<file path="config.mk">
export PLATFORM = sky130hd
export DESIGN_NAME = chunked_alu
export DESIGN_NICKNAME = d
export VERILOG_FILES = /design/src/rtl/chunked_alu_pkg.sv /design/src/rtl/chunked_alu_chunk_slice.sv /design/src/rtl/chunked_alu.sv
export SDC_FILE = /design/constraint.sdc
export NUM_CORES = 1
export LEC_CHECK = 0
export ABC_AREA = 1
export BUFFER_PORTS_ARGS = -buffer_cell sky130_fd_sc_hd__buf_2
export CAP_MARGIN = 20
export CORE_UTILIZATION = 30
export CTS_BUF_LIST = sky130_fd_sc_hd__clkbuf_4 sky130_fd_sc_hd__clkbuf_8
export CTS_CLUSTER_SIZE = 14
export DETAILED_ROUTE_END_ITERATION = 16
export PLACE_DENSITY = 0.54
export SYNTH_ARGS = -nofsm -noshare
export SYNTH_HDL_FRONTEND = slang
export SYNTH_HIERARCHICAL = 1
export SYNTH_SLANG_ARGS = --single-unit
</file>
<file path="constraint.sdc">
create_clock -name clk_i -period 3.8 [get_ports clk_i]
set_clock_uncertainty 0.2 [all_clocks]
set_input_delay 0 -clock clk_i [delete_from_list [all_inputs] [get_ports clk_i]]
set_output_delay 0 -clock clk_i [all_outputs]
set_load 0.01 [all_outputs]
</file>
<file path="src/rtl/chunked_alu_pkg.sv">
// Shared types for the chunked ALU: opcode and FSM state encodings.
package chunked_alu_pkg;

  typedef enum logic [1:0] {
    OP_ADD = 2'b00,
    OP_SUB = 2'b01,
    OP_AND = 2'b10,
    OP_XOR = 2'b11
  } op_e;

  typedef enum logic [1:0] {
    S_IDLE = 2'b00,
    S_RUN  = 2'b01,
    S_DONE = 2'b10
  } state_e;

endpackage

</file>
<file path="src/rtl/chunked_alu_chunk_slice.sv">
// Combinational CHUNK-bit slice: add/subtract with carry, or bitwise AND/XOR.
module chunk_slice
  import chunked_alu_pkg::*;
#(
  parameter int CHUNK = 2
) (
  input  logic [CHUNK-1:0] a_k_i,
  input  logic [CHUNK-1:0] b_k_i,
  input  logic             carry_i,
  input  op_e              op_i,
  output logic [CHUNK-1:0] res_o,
  output logic             carry_o
);

  logic [CHUNK-1:0] b_eff;
  logic [CHUNK:0]   sum;

  // Subtraction is a + ~b + carry, with the carry seeded to 1 by the caller.
  always_comb begin
    b_eff = (op_i == OP_SUB) ? ~b_k_i : b_k_i;
    sum   = {1'b0, a_k_i} + {1'b0, b_eff} + {{CHUNK{1'b0}}, carry_i};
    unique case (op_i)
      OP_AND: begin
        res_o   = a_k_i & b_k_i;
        carry_o = 1'b0;
      end
      OP_XOR: begin
        res_o   = a_k_i ^ b_k_i;
        carry_o = 1'b0;
      end
      default: begin
        res_o   = sum[CHUNK-1:0];
        carry_o = sum[CHUNK];
      end
    endcase
  end

endmodule

</file>
<file path="src/rtl/chunked_alu.sv">
// Multi-cycle ALU evaluating CHUNK bits per cycle with a registered carry.
// Optional accumulator operand enabled by defining CHUNKED_ALU_ACC_EN.
module chunked_alu
  import chunked_alu_pkg::*;
#(
  parameter int WIDTH = 8,
  parameter int CHUNK = 2
) (
  input  logic             clk_i,
  input  logic             rst_i,
  input  logic             in_valid_i,
  output logic             in_ready_o,
  input  logic [WIDTH-1:0] a_i,
  input  logic [WIDTH-1:0] b_i,
  input  logic [1:0]       op_i,
  input  logic             acc_sel_i,
  output logic             out_valid_o,
  input  logic             out_ready_i,
  output logic [WIDTH-1:0] result_o,
  output logic             cout_o
);

  localparam int NSLICE = WIDTH / CHUNK;
  localparam int CW     = (NSLICE > 1) ? $clog2(NSLICE) : 1;
  localparam logic [CW-1:0] LAST = CW'(NSLICE - 1);

  state_e           state_q;
  op_e              op_q;
  logic [WIDTH-1:0] a_q, b_q, result_q;
  logic [CW-1:0]    cnt_q;
  logic             carry_q, cout_q, out_valid_q, in_ready_q;

  logic [WIDTH-1:0] opa_d;
  logic [CHUNK-1:0] slice_a_d, slice_b_d, slice_res_d;
  logic             slice_carry_d;
  op_e              op_in_d;

`ifdef CHUNKED_ALU_ACC_EN
  assign opa_d = acc_sel_i ? result_q : a_i;
`else
  logic unused_acc_sel;
  assign unused_acc_sel = acc_sel_i;
  assign opa_d          = a_i;
`endif

  assign op_in_d   = op_e'(op_i);
  assign slice_a_d = a_q[int'(cnt_q)*CHUNK +: CHUNK];
  assign slice_b_d = b_q[int'(cnt_q)*CHUNK +: CHUNK];

  chunk_slice #(.CHUNK(CHUNK)) u_slice (
    .a_k_i   (slice_a_d),
    .b_k_i   (slice_b_d),
    .carry_i (carry_q),
    .op_i    (op_q),
    .res_o   (slice_res_d),
    .carry_o (slice_carry_d)
  );

  always_ff @(posedge clk_i or posedge rst_i) begin
    if (rst_i) begin
      state_q     <= S_IDLE;
      op_q        <= OP_ADD;
      a_q         <= '0;
      b_q         <= '0;
      result_q    <= '0;
      cnt_q       <= '0;
      carry_q     <= 1'b0;
      cout_q      <= 1'b0;
      out_valid_q <= 1'b0;
      in_ready_q  <= 1'b1;
    end else begin
      unique case (state_q)
        S_IDLE: begin
          if (in_valid_i) begin
            a_q        <= opa_d;
            b_q        <= b_i;
            op_q       <= op_in_d;
            cnt_q      <= '0;
            carry_q    <= (op_in_d == OP_SUB);
            in_ready_q <= 1'b0;
            state_q    <= S_RUN;
          end
        end
        S_RUN: begin
          result_q[int'(cnt_q)*CHUNK +: CHUNK] <= slice_res_d;
          carry_q <= slice_carry_d;
          cnt_q   <= cnt_q + CW'(1);
          if (cnt_q == LAST) begin
            cout_q      <= slice_carry_d;
            out_valid_q <= 1'b1;
            state_q     <= S_DONE;
          end
        end
        S_DONE: begin
          if (out_ready_i) begin
            out_valid_q <= 1'b0;
            in_ready_q  <= 1'b1;
            state_q     <= S_IDLE;
          end
        end
        default: state_q <= S_IDLE;
      endcase
    end
  end

  assign in_ready_o  = in_ready_q;
  assign out_valid_o = out_valid_q;
  assign result_o    = result_q;
  assign cout_o      = cout_q;

endmodule

</file>
---- After elaboration in Yosys (flattened, before gate mapping) ----
Cells that the tools add are included.
word-level totals
  input bits .............................. 23
  flip-flop bits (word level) ............. 34
  output and inout bits ................... 11
  logic and storage cells ................. 60
operators by class
  shift-type cells ........................ 4
  reduce and logical (&&, ||, !) cells .... 11
  bitwise gates (word level) .............. 3
  equality and inequality tests ........... 10
  multiplexer cells ....................... 18
  $add $sub $neg .......................... 4
operators by type and width
  operator                  number
  $neg A3 Y33               1
  $shift A2 B33 Y8 const A  1
  $shiftx A2 B33 Y8         1
  $shiftx A8 B4 Y2          2
  $mux W2                   5
  $reduce_and A3 Y1         3
  $bwmux W8                 1
  $eq A2 B2 Y1 const B      4
  $pmux W2 S2               2
  $eq A2 B1 Y1 const B      3
  $mux W1                   6
  $ne A2 B2 Y1 const B      3
  $pmux W1 S2               3
  $pmux W2 S3               1
  $reduce_and A2 Y1         3
  $reduce_bool A2 Y1        3
  $add A2 B2 Y3             1
  $add A3 B1 Y3             1
  $add A2 B1 Y2 const B     1
  $and A2 B2 Y2             1
  $logic_not A2 Y1          1
  $not A2 Y2                1
  $reduce_or A2 Y1          1
  $xor A2 B2 Y2             1

---- Logic depth before layout (Yosys ltp) ----
Gate-level depths: netlist of run 1.
  depth in word-level cells ............... 8
  mapped depth ............................ 18
  mapped depth without buffers ............ 17

---- Hierarchy ----
The synthesis of run 1 kept the hierarchy.
by module, submodules not included
  module       cells an instance  seq. area each (sq um)  instances  area an instance (sq um)
  chunked_alu  205                852.1                   1          1646.6
  chunk_slice  26                 0.0                     1          162.7

---- Worst setup path before layout of run 1 ----
No wires, ideal clock.
  kind .................................... reg2reg
  from .................................... reg cnt_q[0]
  to ...................................... reg result_q[7], in the netlist result_o[7]
  path buffers ............................ 2
  path slack .............................. 1072 ps
  arrival time ............................ 2463 ps
  library setup time ...................... 65 ps
  period minus slack after synthesis ...... 2728 ps
  data required time ...................... 3535 ps
  cell stages (with the launch flop) ...... 18
  cell sequence ........................... dfrtp_1 -> buf_4 -> inv_2 -> buf_4 -> o211ai_1 -> nand2_1 -> nand3b_1 -> nand2_1 -> fa_1 -> inv_1 -> fa_1 -> inv_1 -> nand2_1 -> nand3_1 -> inv_1 -> nor3_1 -> nand2_1 -> nand2_1
between the ends
  longest elaborated chain between the ends .. 8
  elaborated cells between the ends (all ways) .. 13
  those cells by class .................... 3 x add/sub; 4 x shift; 3 x mux; 3 x bitwise
RTL lines
  element                         line                           text
  start: declaration              chunked_alu.sv:30              logic [CW-1:0] cnt_q;
  start signal: assignment        chunked_alu.sv:87              cnt_q <= cnt_q + CW'(1);
  $shiftx A8 B4 Y2 *              chunked_alu.sv:48              assign slice_b_d = b_q[int'(cnt_q)*CHUNK +: CHUNK];
  net slice_b_d[0]                chunked_alu.sv:34              logic [CHUNK-1:0] slice_a_d, slice_b_d, slice_res_d;
  $not A2 Y2                      chunked_alu_chunk_slice.sv:20  b_eff = (op_i == OP_SUB) ? ~b_k_i : b_k_i;
  $mux W2 *                       chunked_alu_chunk_slice.sv:20
  $add A2 B2 Y3 *                 chunked_alu_chunk_slice.sv:21  sum = {1'b0, a_k_i} + {1'b0, b_eff} + {{CHUNK{1'b0}}, carry_i};
  $add A3 B1 Y3 *                 chunked_alu_chunk_slice.sv:21
  $pmux W2 S2 *                   chunked_alu_chunk_slice.sv:22  unique case (op_i)
  net slice_res_d[1]              chunked_alu.sv:34
  $shiftx A2 B33 Y8 *             chunked_alu.sv:85              result_q[int'(cnt_q)*CHUNK +: CHUNK] <= slice_res_d;
  $bwmux W8 *                     chunked_alu.sv:85
  end signal: indexed assignment  chunked_alu.sv:85
  end: declaration                chunked_alu.sv:29              logic [WIDTH-1:0] a_q, b_q, result_q;
Mark *: on every way through the listed nets, which the timed path passes. The rest lies on a longest branch.
A chain may end at the register's enable or synchronous reset.

---- Worst setup path in the final report of run 1 ----
Ends and elaborated chain as after synthesis.

==> results of run 1 <==
-- per-layer routing --
metal	up-vias	global-route usage [%]	share of wire [%]	wire length (um)
li1	848	-	-	-
met1	781	19.6	49	2040
met2	29	24.0	45	1860
met3	6	3.20	3.8	155
met4	0	6.55	1.9	78
met5	-	0	0	0
-- cells in the final DEF (no fill, tap or decap), types with 2 or more instances in the layout --
| master | synthesis | routed |
|---|---|---|
| nand2_2 | 2 | 2 |
| fa_1 | 2 | 2 |
| o211ai_1 | 4 | 4 |
| dfrtp_1 | 33 | 33 |
| nand3_1 | 17 | 17 |
| clkbuf_8 | 0 | 8 |
| dlygate4sd3_1 | 0 | 32 |
| ha_1 | 7 | 7 |
| inv_2 | 4 | 4 |
| inv_1 | 21 | 21 |
| buf_2 | 0 | 32 |
| o21ai_1 | 4 | 4 |
| nor3_1 | 2 | 2 |
| nor2_4 | 2 | 2 |
| nor2_1 | 17 | 17 |
| nand2_1 | 95 | 95 |
| o21ai_0 | 11 | 11 |
-- stage by stage --
| stage | hold slack, ps | total power, uW |
|---|---|---|
| floorplan | -92.2 | 1390 |
| detailed placement | -74.2 | 1610 |
| finish | 145 | 2030 |
| global placement | -74.9 | 1590 |
| global route | 202 | 2260 |
| CTS | 156 | 2050 |
-- worst max-delay path, delay by kind of cell (launching register included) --
| family | cells | cell delay, ps |
|---|---|---|
| buf+inv | 4 | 530 |
| fa+ha+maj | 2 | 760 |
| simple gates | 10 | 1030 |
| compound gates | 1 | 100 |
| flops | 1 | 520 |
-- state kept, by name, indices dropped and copies added (netlist names) --
register	flops
a_q	8
cnt_q	2
carry_q	1
cout_o	1
result_o	8
state_q	2
b_q	8
out_valid_o	1
in_ready_o	1
op_q	2
-- report_power, final --
group,internal (uW),total (uW),switching [uW]
logic,435,1050,612
registers,528,666,138
clock network,183,319,136
total,1150,2030,886
-- final timing paths --
kind | start | end | slack (ps) | cells after the start
worst max-delay path | cnt_q[0] | result_o[7] | 620 | 17
worst min-delay path | rst_i | b_q[3] | 150 | 4
worst max register to register | cnt_q[0] | result_o[7] | 620 | 17
worst min register to register | result_o[5] | result_o[5] | 280 | 2
max in group asynchronous | rst_i | in_ready_o | 2920 | 4
min in group clk_i | a_i[6] | a_q[6] | 250 | 4
-- cell type report --
| class | count | area, sq um | share of cell area, % |
|---|---|---|---|
| Clock buffer | 8 | 110 | 4.49 |
| Inverter | 25 | 93.8 | 3.83 |
| Multi-Input combinational cell | 166 | 818 | 33.4 |
| Sequential cell | 34 | 852 | 34.7 |
| Tap cell | 72 | 90.1 | 3.67 |
| Timing Repair Buffer | 65 | 488 | 19.9 |
-- cells by family after synthesis --
group	Yosys count	share of synthesized area, %
buffers and inverters	31	7.68
flip-flops	34	47.1
AO/OA/AOI/OAI	19	5.81
adder cells (fa/ha/maj)	9	7.05
AND/OR/NAND/NOR	138	32.4
-- timing repair --
action,in CTS,in global routing
hold endpoints to repair,59,0
hold buffers,32,0
setup endpoints to repair,0,0
==> summary.md, run 1 <==
| Metric | Value |
|---|---|
| Clk root buf | clkbuf_8 |
| Net count reported at finish | ~330 |
| Synth Warn # | 6 |
| Synth Instances | 231 |
| CP cell instances | inv_2 > nor2_1 > nor2_1 > o21ai_0 > nand2_1 > nand3b_1 > nand2_1 > fa_1 > inv_1 > fa_1 > inv_1 > nand2_1 > nand3_1 > inv_1 > nor3_1 > nand2_1 > nand2_1 |
| CP Max Fanout | 18 |
| Initial antenna violation count | 0 |
| Die Wd | 79.7 um |
| Pre-CTS setup slack | 640 ps |
| GRT overflow | 0 |
| Critical Path AT | 3210 ps |
| Area Overhead vs Synth | 35.5% |
| Area of the die | 6350 sq um |
| Routed Antenna Nets | 0 |
| Number of global-route vias before repair | 1626 |
| 1st-pass router iterations | 4 |
| CTS resizes | 0 |
| Fin. Hold Viols | 0 |
| Worst skew pair latency | approximately 290 ps |
| Most frequent cell after synthesis | nand2_1 |
| Most used cell, CP | nand2_1 |
| Worst Path Required | 3830 ps |
| WL final | 4.13 mm |
| Critical Path Sink Type | flip-flop |
| CTS H-Tree Depth | 2 |
| Max-slew headroom | between 60% and 70% |
| Vias | 1664 |
| Chip Height | 79.7 um |
| Dpl cells | 330 |
| Final-report setup violation count | 0 |
| RePlAce Congestion | between 0.7 and 0.8 |
| Fin crit share | 83.8% |
| Diodes inserted | 0 |
| Total GRT Usage | 15.1% |
| Post-synth top cells | nand2_1 (95), dfrtp_1 (33), inv_1 (21) |
| Largest net degree at the start of global routing | 35 |
| Tightest Hold Check Type | input port to async pin |
| Worst-path clk slew | 70 ps |
| Layout cell share with drive strength beyond 1 | 17.4% |
| Pleak | 0.00132 uW |
| First-pass GRT wire length | 7.37 mm |
| DR WL/cell | 11.2 um |
| CP max-delay cell | dfrtp_1 |
| Number of flops mapped to enable cells by yosys | 0 |
| Worst setup SP type | flip-flop |
| Seq/Total Area, Yosys | 47.1% |
| Synth top area cells | dfrtp_1 (46%), nand2_1 (20%), ha_1 (4.8%) |
| RSZ-0062 raised after global routing | false |
| Core Footprint | 5680 sq um |
| Cell Area, Synth | 1810 sq um |
| Yosys reg bits | 34 |
| Setup bufs post-CTS | 0 |
| Final WS setup | 615 ps |
| Pwr dens | 829 nW/um^2 |
| Cell taking the most area after synthesis | dfrtp_1 |
| Peak Freq | roughly 0.31 GHz |
| Max Cap Viol | 0 |
| VDD IR max | 0.354 mV |
| Util after Layout | 43.2% |
| Vias per cell | 4.50 |
| Synth Area per Inst | 7.83 sq um |
| Slowest Stage Delay on Critical Path | 520 ps |
| I/O pin count | 34 |
| Max Buffers Root-to-Sink | 2 |
| Min cycle time layout | 3180 ps |
| Placed inst area | 2020 sq um |
| Final Max Slew Viols | 0 |
| Half-perimeter wire length after placement | 2.75 mm |
| Status | finished, final reports clean |
| Fillers | 609 |
| CTS tree | yes |
| Post-route insts no fill | 370 |
| Num CTS Buffers | 5 |
| Syn_nets | approximately 260 |
| IO Port Bufs | 32 |
| Initial DRC count | 126 |
| Site Rows | 27 |
| Worst-margin pin slew | about 490 ps |
| Final TNS setup | 0 ps |
| Yosys top cell area share | 45.6% |
| Initial Util | 31.9% |
| Critical path class | flip-flop to flip-flop |
| FFs w/ async S/R, synth | 100% |
| Primary FF master, synth | dfrtp_1 |
| TritonCTS Sinks | 34 |
| Distinct cells, synth | 21 |
| Post-Layout Inst Area | ~2500 sq um |
| DRC | 0 |
(Power assumes the default switching activity.)
==> run 2, diff against run 1 <==
==> constraint.sdc (replaced) <==
create_clock -name clk_i -period 3.1 [get_ports clk_i]
set_clock_uncertainty 0.2 [all_clocks]
set_input_delay 0 -clock clk_i [delete_from_list [all_inputs] [get_ports clk_i]]
set_output_delay 0 -clock clk_i [all_outputs]
set_load 0.01 [all_outputs]
==> summary.md, run 2 (synthesis gave the netlist of run 1 again) <==
| Metric | Value |
|---|---|
| Fin. Hold Viols | 0 |
| Worst-margin pin slew | 493 ps |
| CP Max Fanout | 18 |
| Tightest Hold Check Type | input port to async pin |
| Area of the die | 6350 sq um |
| Initial DRC count | 83 |
| Final Max Slew Viols | 0 |
| Peak Freq | roughly 0.36 GHz |
| Fin crit share | about nine tenths |
| Max Cap Viol | 0 |
| Die Wd | 79.7 um |
| IO Port Bufs | 32 |
| Delay-heaviest family, CP | simple AND/OR/NAND/NOR gates |
| Min cycle time layout | between 2000 and 3000 ps |
| Critical Path Sink Type | flip-flop |
| Worst-path clk slew | around 60 ps |
| Fillers | 587 |
| Routed Antenna Nets | 0 |
| Pleak | 0.00132 uW |
| Status | finished, final reports clean |
| DRC | 0 |
| Vias per cell | 4.40 |
| I/O pin count | 34 |
| Diodes inserted | 0 |
| Dpl cells | 332 |
| CP max-delay cell | fa_1 |
| Layout cell share with drive strength beyond 1 | 18.1% |
| Final TNS setup | 0 ps |
| Max Buffers Root-to-Sink | 2 |
| CP cell instances | inv_4 > nor2_1 > nor2_1 > o21ai_0 > nand2_1 > nand3b_1 > nand2_1 > fa_1 > inv_1 > fa_1 > inv_1 > nand2_1 > nand3_1 > inv_1 > nor3_2 > nand2_1 > nand2_1 |
| CP Buf/Inv Count | 4 |
| Site Rows | 27 |
| Vias | 1632 |
| Final WS setup | roughly 320 ps |
| Chip Height | around 80 um |
| Worst Path Required | roughly 3100 ps |
| First-pass GRT wire length | 7.15 mm |
| 1st-pass router iterations | 4 |
| VDD IR max | 0.372 mV |
| Area Overhead vs Synth | 35.3% |
| Clk root buf | clkbuf_8 |
| Critical Path AT | 2800 ps |
| Half-perimeter wire length after placement | 2.73 mm |
| GRT overflow | 0 |
| DR WL/cell | 10.8 um |
| Initial antenna violation count | 0 |
| Max-slew headroom | 67.0% |
| Number of global-route vias before repair | about 1600 |
| Most common cell after layout, fill and taps aside | nand2_1 |
| Pwr dens | between 1000 and 1500 nW/um^2 |
| CTS tree | yes |
| Largest net degree at the start of global routing | 35 |
| Num CTS Buffers | 5 |
| Critical path class | flip-flop to flip-flop |
| Placed inst area | ~2000 sq um |
| Initial Util | between 30% and 40% |
| Total GRT Usage | roughly 15% |
| Core Footprint | 5680 sq um |
| Final-report setup violation count | 0 |
| TritonCTS Sinks | 34 |
| Most used cell, CP | nand2_1 |
| Post-route insts no fill | 371 |
| WL final | 4.02 mm |
| CTS H-Tree Depth | 2 |
| Net count reported at finish | 331 |
| Worst setup SP type | flip-flop |
| RePlAce Congestion | 0.738 |
| Most frequent cells in the layout | nand2_1 (95), dfrtp_1 (33), dlygate4sd3_1 (32), buf_2 (32), inv_1 (21) |
| Post-Layout Inst Area | approximately 2400 sq um |
| RSZ-0062 raised after global routing | false |
| Worst skew pair latency | 280 ps |
| Pre-CTS setup slack | about 200 ps |
| Slowest Stage Delay on Critical Path | 410 ps |
| Setup bufs post-CTS | 0 |
-- run 2: cell count changes in the layout (fill, tap and decap cells not counted) --
cell	delta
clkbuf_8	-3
buf_4	+2
clkbuf_4	+2
inv_2	-1
inv_4	+1
nor3_1	-1
nor3_2	+1
-- run 2: metrics by stage --
step                      total power, uW  hold WS (ps)  util, %
final                                2470           142     43.1
after global routing                 2740           210     43.1
after CTS                            2480           161     43.0
after floorplan                      1700         -92.2        -
after global placement               1970         -79.1     35.9
after detailed placement             2010         -78.9     35.9
-- run 2: what timing repair did --
| action | 4_1_cts | 5_1_grt |
|---|---|---|
| hold endpoints to repair | 58 | 0 |
| resized for setup | 0 | 3 |
| hold buffers | 32 | 0 |
| setup endpoints to repair | 0 | 2 |
-- run 2: per-layer routing --
layer,vias to the layer above,routed length (um),global-route usage (%)
li1,851,-,-
met1,747,2010,19.4
met2,29,1800,23.5
met3,5,149,2.40
met4,0,61,6.55
met5,-,0,0
-- run 2: final timing paths --
kind | start | slack [ps] | cells past startpoint | to
worst max-delay path | cnt_q[0] | 320 | 17 | result_o[7]
worst min-delay path | rst_i | 140 | 4 | state_q[1]
worst max register to register | cnt_q[0] | 320 | 17 | result_o[7]
worst min register to register | result_o[4] | 280 | 2 | result_o[4]
max in group asynchronous | rst_i | 2230 | 4 | in_ready_o
min in group clk_i | a_i[7] | 250 | 4 | a_q[7]
-- run 2: final cells by class --
cell class	instances	area, sq um	area share (%)
clock buffers	7	83.8	3.42
inverters	25	96.3	3.93
multi-input cells	166	823	33.6
well taps	72	90.1	3.68
flip-flops and latches	34	852	34.8
repair buffers	67	503	20.5
-- run 2: tightest hold or removal path: stages --
cell and delay [ps]:
dlygate4sd3_1 530, buf_2 110, inv_1 40, buf_4 370
-- run 2: where the power goes --
part	leakage, uW	switching [uW]	internal (uW)
Combinational	0.000842	788	559
Sequential	0.000428	148	649
Clock	0.0000452	153	172
Total	0.00132	1090	1380
